`src/rtl/rand_bounded.sv`:
```
// rand_bounded
// Turns the raw 16-bit LFSR state into uniformly distributed values in
// [0, RANGE) using rejection sampling. After MAX_TRIES samples, the result is
// forced by folding the last candidate back into range. This bounds the
// worst-case latency.
//
// Ports:
//   clk_i         clock, rising edge
//   rst_i         asynchronous active-high reset
//   rand_i        current LFSR state (16 bits)
//   lfsr_next_o   advance strobe to the LFSR (high while sampling)
//   value_o       bounded result, stable while valid_o is high
//   valid_o       value_o holds an unconsumed result
//   ready_i       consumer accepts value_o
//   reject_cnt_o  saturating count of rejected samples since reset
module rand_bounded #(
  parameter int OUT_W     = 8,
  parameter int RANGE     = 100,
  parameter int MAX_TRIES = 4
) (
  input  logic             clk_i,
  input  logic             rst_i,
  input  logic [15:0]      rand_i,
  output logic             lfsr_next_o,
  output logic [OUT_W-1:0] value_o,
  output logic             valid_o,
  input  logic             ready_i,
  output logic [15:0]      reject_cnt_o
);

  // Candidate width. It is just wide enough to cover RANGE, so that
  // 2**MASK_W < 2*RANGE. This is why a single subtraction always folds a
  // rejected candidate into range.
  localparam int MASK_W = (RANGE <= 1) ? 1 : $clog2(RANGE);
  localparam int TRY_W  = (MAX_TRIES <= 1) ? 1 : $clog2(MAX_TRIES);

  localparam logic [16:0]      RANGE_EXT = 17'(RANGE);
  localparam logic [TRY_W-1:0] LAST_TRY  = TRY_W'(MAX_TRIES - 1);

  typedef enum logic [1:0] {
    WARM   = 2'd0,
    SAMPLE = 2'd1,
    HOLD   = 2'd2
  } state_t;

  state_t             state_reg, state_next;
  logic [TRY_W-1:0]   try_reg, try_next;
  logic [OUT_W-1:0]   value_reg, value_next;
  logic               valid_reg, valid_next;
  logic [15:0]        rej_reg, rej_next;

  logic [16:0]        cand_ext;
  logic               cand_ok;

  // Only the low MASK_W bits of the LFSR state are used as the candidate.
  assign cand_ext = {{(17 - MASK_W){1'b0}}, rand_i[MASK_W-1:0]};
  assign cand_ok  = (cand_ext < RANGE_EXT);

  generate
    if (MASK_W < 16) begin : g_unused
      logic unused_rand_bits;
      assign unused_rand_bits = ^rand_i[15:MASK_W];
    end
  endgenerate

  always_ff @(posedge clk_i or posedge rst_i) begin
    if (rst_i) begin
      state_reg <= WARM;
      try_reg   <= '0;
      value_reg <= '0;
      valid_reg <= 1'b0;
      rej_reg   <= '0;
    end else begin
      state_reg <= state_next;
      try_reg   <= try_next;
      value_reg <= value_next;
      valid_reg <= valid_next;
      rej_reg   <= rej_next;
    end
  end

  always_comb begin
    state_next = state_reg;
    try_next   = try_reg;
    value_next = value_reg;
    valid_next = valid_reg;
    rej_next   = rej_reg;

    case (state_reg)
      // A single idle cycle. This lets the LFSR leave its own reset before
      // the first strobe is issued.
      WARM: begin
        state_next = SAMPLE;
      end

      SAMPLE: begin
        if (cand_ok) begin
          value_next = OUT_W'(cand_ext);
          valid_next = 1'b1;
          try_next   = '0;
          state_next = HOLD;
        end else begin
          if (rej_reg != 16'hFFFF) begin
            rej_next = rej_reg + 16'd1;
          end
          if (try_reg == LAST_TRY) begin
            // Out of retries: fold the candidate back into range.
            value_next = OUT_W'(cand_ext - RANGE_EXT);
            valid_next = 1'b1;
            try_next   = '0;
            state_next = HOLD;
          end else begin
            try_next = try_reg + TRY_W'(1);
          end
        end
      end

      HOLD: begin
        if (valid_reg && ready_i) begin
          valid_next = 1'b0;
          state_next = SAMPLE;
        end
      end

      default: begin
        state_next = WARM;
      end
    endcase
  end

  // All outputs are decoded from registers only. There is no path from
  // ready_i to any output.
  assign lfsr_next_o  = (state_reg == SAMPLE);
  assign value_o      = value_reg;
  assign valid_o      = valid_reg;
  assign reject_cnt_o = rej_reg;

endmodule

```
`config.mk`:
```
export PLATFORM = sky130hd
export DESIGN_NAME = rand_bounded
export DESIGN_NICKNAME = d
export VERILOG_FILES = /design/src/rtl/rand_bounded.sv
export SDC_FILE = /design/constraint.sdc
export NUM_CORES = 1
export LEC_CHECK = 0
export ABC_AREA = 1
export BUFFER_PORTS_ARGS = -buffer_cell sky130_fd_sc_hd__buf_2
export CORE_ASPECT_RATIO = 1.75
export CORE_MARGIN = 2
export CORE_UTILIZATION = 37
export DETAILED_ROUTE_END_ITERATION = 8
export GPL_TIMING_DRIVEN = 1
export MAX_ROUTING_LAYER = met4
export PLACE_DENSITY = 0.72
export SYNTH_ARGS = -nofsm -noshare
export SYNTH_HDL_FRONTEND = slang
export SYNTH_SLANG_ARGS = --single-unit
```
`constraint.sdc`:
```
create_clock -name clk_i -period 4.4 [get_ports clk_i]
set_input_delay 0.66 -clock clk_i [delete_from_list [all_inputs] [get_ports clk_i]]
set_output_delay 0.66 -clock clk_i [all_outputs]
set_load 0.005 [all_outputs]
```
# After elaboration in Yosys (flattened, before gate mapping)
# Cells that the tools add are included.
classes:
  eq_ne: 6
  div: 0
  n_reduce_logical: 8
  mux: 12
  shift: 0
  n_addsub: 3
  magnitude_cmp: 1
  n_mul: 0
  n_bitwise: 1
ops:
  columns: ["cell", "n"]
  rows:
  - ["16-bit by 1-bit adder with 16-bit output (second input constant)", 1]
  - ["8-bit 2-to-1 mux", 2]
  - ["16-bit inequality test (second input constant)", 1]
  - ["2-bit 2-to-1 mux", 5]
  - ["7-bit by 7-bit subtractor with 8-bit output (second input constant)", 1]
  - ["7-bit < comparator (second input constant)", 1]
  - ["2-bit case mux with 3 select lines", 1]
  - ["3-bit AND reduction", 2]
  - ["2-bit equality test (second input constant)", 2]
  - ["2-bit AND reduction", 2]
  - ["2-bit nonzero test", 2]
  - ["1-bit 2-to-1 mux", 3]
  - ["3-bit by 1-bit inequality test with 1-bit output (second input constant)", 1]
  - ["2-bit by 1-bit adder with 2-bit output (second input constant)", 1]
  - ["2-bit by 1-bit equality test with 1-bit output (second input constant)", 1]
  - ["2-bit zero test", 1]
  - ["2-bit inequality test (second input constant)", 1]
  - ["1-bit case mux with 2 select lines", 1]
  - ["1-bit logical AND", 1]
  - ["1-bit NOT", 1]
totals:
  ramBits: 0
  reg_bits: 29
  out_inout_bits: 26
  n_memories: 0
  rom_bits: 0
  latchBits: 0
  inputBits: 19

# Longest topological paths before layout
logic_depth:
  word_depth: 4
  mapped_depth: 10

# Least setup slack after synthesis
# Ideal clock, no wire load.
synth_path:
  path_type: "input to register"
  start: "input port rand_i[2]"
  end: "register rej_reg[12], in the netlist reject_cnt_o[12]"
  stages: 10
  path_buffers: 1
  setup_slack_ns: 2.680
  arrival_ns: 1.655
  required_time_ns: 4.335
  path_cell_list: "inv_1 -> ha_1 -> nand2_2 -> nand2_4 -> nor2_8 -> inv_2 -> nor2_2 -> buf_6 -> nand3_2 -> nand2_1"
synth_between:
  elab_chain_cells: 3
synth_lines:
  columns: ["element", "line", "rtl"]
  rows:
  - ["start: declaration", "23", "input logic [15:0] rand_i,"]
  - ["7-bit < comparator", "57", "assign cand_ok = (cand_ext < RANGE_EXT);"]
  - ["1-bit NOT (no line)", null, null]
  - ["3-bit AND reduction (no line)", null, null]
  - ["end signal: assignment", "78", "rej_reg <= rej_next;"]
  - ["end: declaration", "50", "logic [15:0] rej_reg, rej_next;"]
# Every way passes these cells.
# A chain may end at the register's enable or synchronous reset.

# Final worst setup path
layout_path:
  start: "input port rand_i[2]"
  end: "register rej_reg[11], in the netlist reject_cnt_o[11]"
# The elaborated chain is that of the path after synthesis.

==> impl_metrics.tcl <==
set metrics [dict create \
    gp_congestion 0.802 \
    grt_max_degree 30 \
    cts.sinks 29 \
    core_um2 4320 \
    post-route-min-period_ps 1890 \
    r2r_start "reject_cnt_o[0]" \
    syn_to_final_growth_pct 18.3 \
    overflow 0 \
    layout_commonest_cell "nand2_1" \
    final-seq-area_um2 726 \
    cts_inserted_buffers 5 \
    ys_ff_latch 29 \
    drv_slew 0 \
    switchingPower_mw 0.314 \
    utilization_pct 44.6 \
    htree_levels 2 \
    fillCellCount 470 \
    place_ws_ps 2170 \
    first_pass_iters 4 \
    clkPwrFrac_pct 24.2 \
    ys_warn_count 0 \
    crit_arrival_ps 2030 \
    min_path_type "flop to flop" \
    mostFrequentLayoutCells "86 x nand2_1, 35 x buf_2, 29 x dfrtp_1" \
    max_slew_margin_pct 26.7 \
    totalWireLength_um 3470 \
    peakVddDrop_mv 0.265 \
    avgSynthCellArea_um2 7.77 \
    maxCapViolCount 0 \
    setup_ws_ps 2510 \
    cp_max_fo 14 \
    grt_pass1_vias 1404 \
    min_period_over_period_pct 42.8 \
    multiInputGateArea_um2 808 \
    tightestPinTransition_ps 1100 \
    outcome "finished clean" \
    fmax_mhz 530 \
    largest_reg_flops 16 \
    p_seq_share_pct 45.0 \
    root_buffer "clkbuf_8" \
    rsz0062_at_grt "false" \
    antenna_found_initial 0 \
    fin_hold_ws_ps 465 \
    path_clk_slew_ps 60 \
    grt_pass1_wl_um 5730 \
    skew_ps 4.49 \
    tns_ps 0 \
    clk_latency_ps 280 \
    endpoint_kind "flop" \
    postCtsSetupBuffers 0 \
    dieArea_um2 4980 \
    yosysUniqueCellTypes 26 \
    syn_area_um2 1630 \
    critical_path.startpoint "rand_i[2]" \
    diodes 0 \
    rows 32 \
    io_pins 45 \
    clockBufferDepth 2 \
    vias 1472 \
    setup_viol 0 \
    dp_hpwl_um 2630 \
    holdCritStartpoint "value_o[0]" \
    drc 0 \
    wire_per_inst_um 11.5 \
    hold_violations 0 \
    pwr-share-comb_pct 30.8 \
    drt_iter0_drc 35 \
    syn_inst 210 \
    required_ps 4540 \
    final_cells 302 \
    ctsResizeCount 0 \
    groute.usage.overall_pct 15.8 \
    p_leak_nw 1.01 \
    routed_via_density 4.87 \
    worstSetupPathType "primary input to flop" \
    cts_tree "done" \
    startpoint_type "primary input" \
    p_sw_share_pct 35.9 \
    fp.dieH_um 91.8 \
    io_buffer_count 35 \
    cell_internal_pwr_mw 0.560 \
    synth_seq_area_share_pct 44.5 \
    p_per_area_nw_per_um2 453 \
    drive_gt1_share_pct 25.1 \
    dp_cells 294 \
    finalNetCount 272 \
    ant_nets 0 \
    die_w_um 54.2 \
    synthesis.nets 232 \
    ctsHoldBuffers 0 \
    start_util_pct 37.7 \
]
[through the flow]
stage               total power [mW]  instance area, um^2
global placement               0.665                 1850
global route                   0.952                 1930
CTS                            0.892                 1930
finish                         0.875                 1930
detailed placement             0.676                 1850
floorplan                      0.570                 1630
[power by group through the flow]
stage                     Clock, mW  Combinational (mW)  Sequential (mW)
after global routing          0.233               0.313            0.405
after detailed placement          0               0.278            0.398
final                         0.211               0.270            0.394
after floorplan                   0               0.173            0.398
after CTS                     0.220               0.278            0.394
after global placement            0               0.269            0.396
[metal layers]
layer	vias up	global-route usage, %	wire length, um
met4	0	5.63	59
met1	686	14.3	1330
li1	738	-	-
met3	6	3.75	215
met5	-	-	0
met2	42	29.5	1870
[cells by family (layout without fill, tap and decap cells)]
| family | after synthesis | in the layout | synth area share (%) |
|---|---|---|---|
| xor gates and xnor gates | 7 | 7 | 3.76 |
| DFF | 29 | 29 | 44.5 |
| buffers and inverters | 22 | 63 | 5.98 |
| AOI/OAI and AO/OA | 17 | 17 | 6.67 |
| and+or+nand+nor | 132 | 132 | 36.8 |
| adders and majority gates | 3 | 3 | 2.30 |
[synthesized netlist by cell type]
cell | count | share of area (%)
nand2_1 | 86 | 20
dfrtp_1 | 29 | 44
inv_1 | 16 | 3.7
nor2_1 | 16 | 3.7
nand3_1 | 9 | 2.8
o21ai_0 | 9 | 2.8
xnor2_1 | 6 | 3.2
nand4_1 | 5 | 1.9
nand2_2 | 4 | 1.5
ha_1 | 3 | 2.3
inv_2 | 3 | 0.69
nor2_2 | 3 | 1.2
a21boi_0 | 2 | 0.92
buf_6 | 2 | 1.4
nand2_4 | 2 | 1.4
nand3_2 | 2 | 1.2
nor2_4 | 2 | 1.4
o21ai_1 | 2 | 0.61
or2_2 | 2 | 0.77
a21oi_1 | 1 | 0.31
a22o_1 | 1 | 0.54
clkinv_1 | 1 | 0.23
nor2_8 | 1 | 1.2
o21ai_2 | 1 | 0.54
o21ai_4 | 1 | 1.0
xor2_1 | 1 | 0.54
[layout make-up]
cell class / instances / share of cell area (%)
clock buffers: 6 / 3.76
inverters: 20 / 3.89
well taps: 51 / 3.31
clock inverters: 2 / 0.518
flip-flops and latches: 29 / 37.6
repair buffers: 35 / 9.07
multi-input cells: 159 / 41.9
[worst max-delay path: stages]
cell	delay (ps)
buf_2	90
inv_1	50
ha_1	220
nand2_2	100
nand2_4	100
nor2_8	140
inv_2	50
nor2_2	470
o21ai_0	150
[path summary, 6_finish.rpt]
check                                   end  slack, ps  depth (start not counted)
setup reg to reg           reject_cnt_o[11]       2580                          7
max in group asynchronous   reject_cnt_o[3]       3090                          2
min in group asynchronous  reject_cnt_o[10]        650                          2
setup / recovery           reject_cnt_o[11]       2510                          9
hold / removal                   value_o[0]        470                          2
hold reg to reg                  value_o[0]        470                          2
Power figures use the tool's default switching activity.
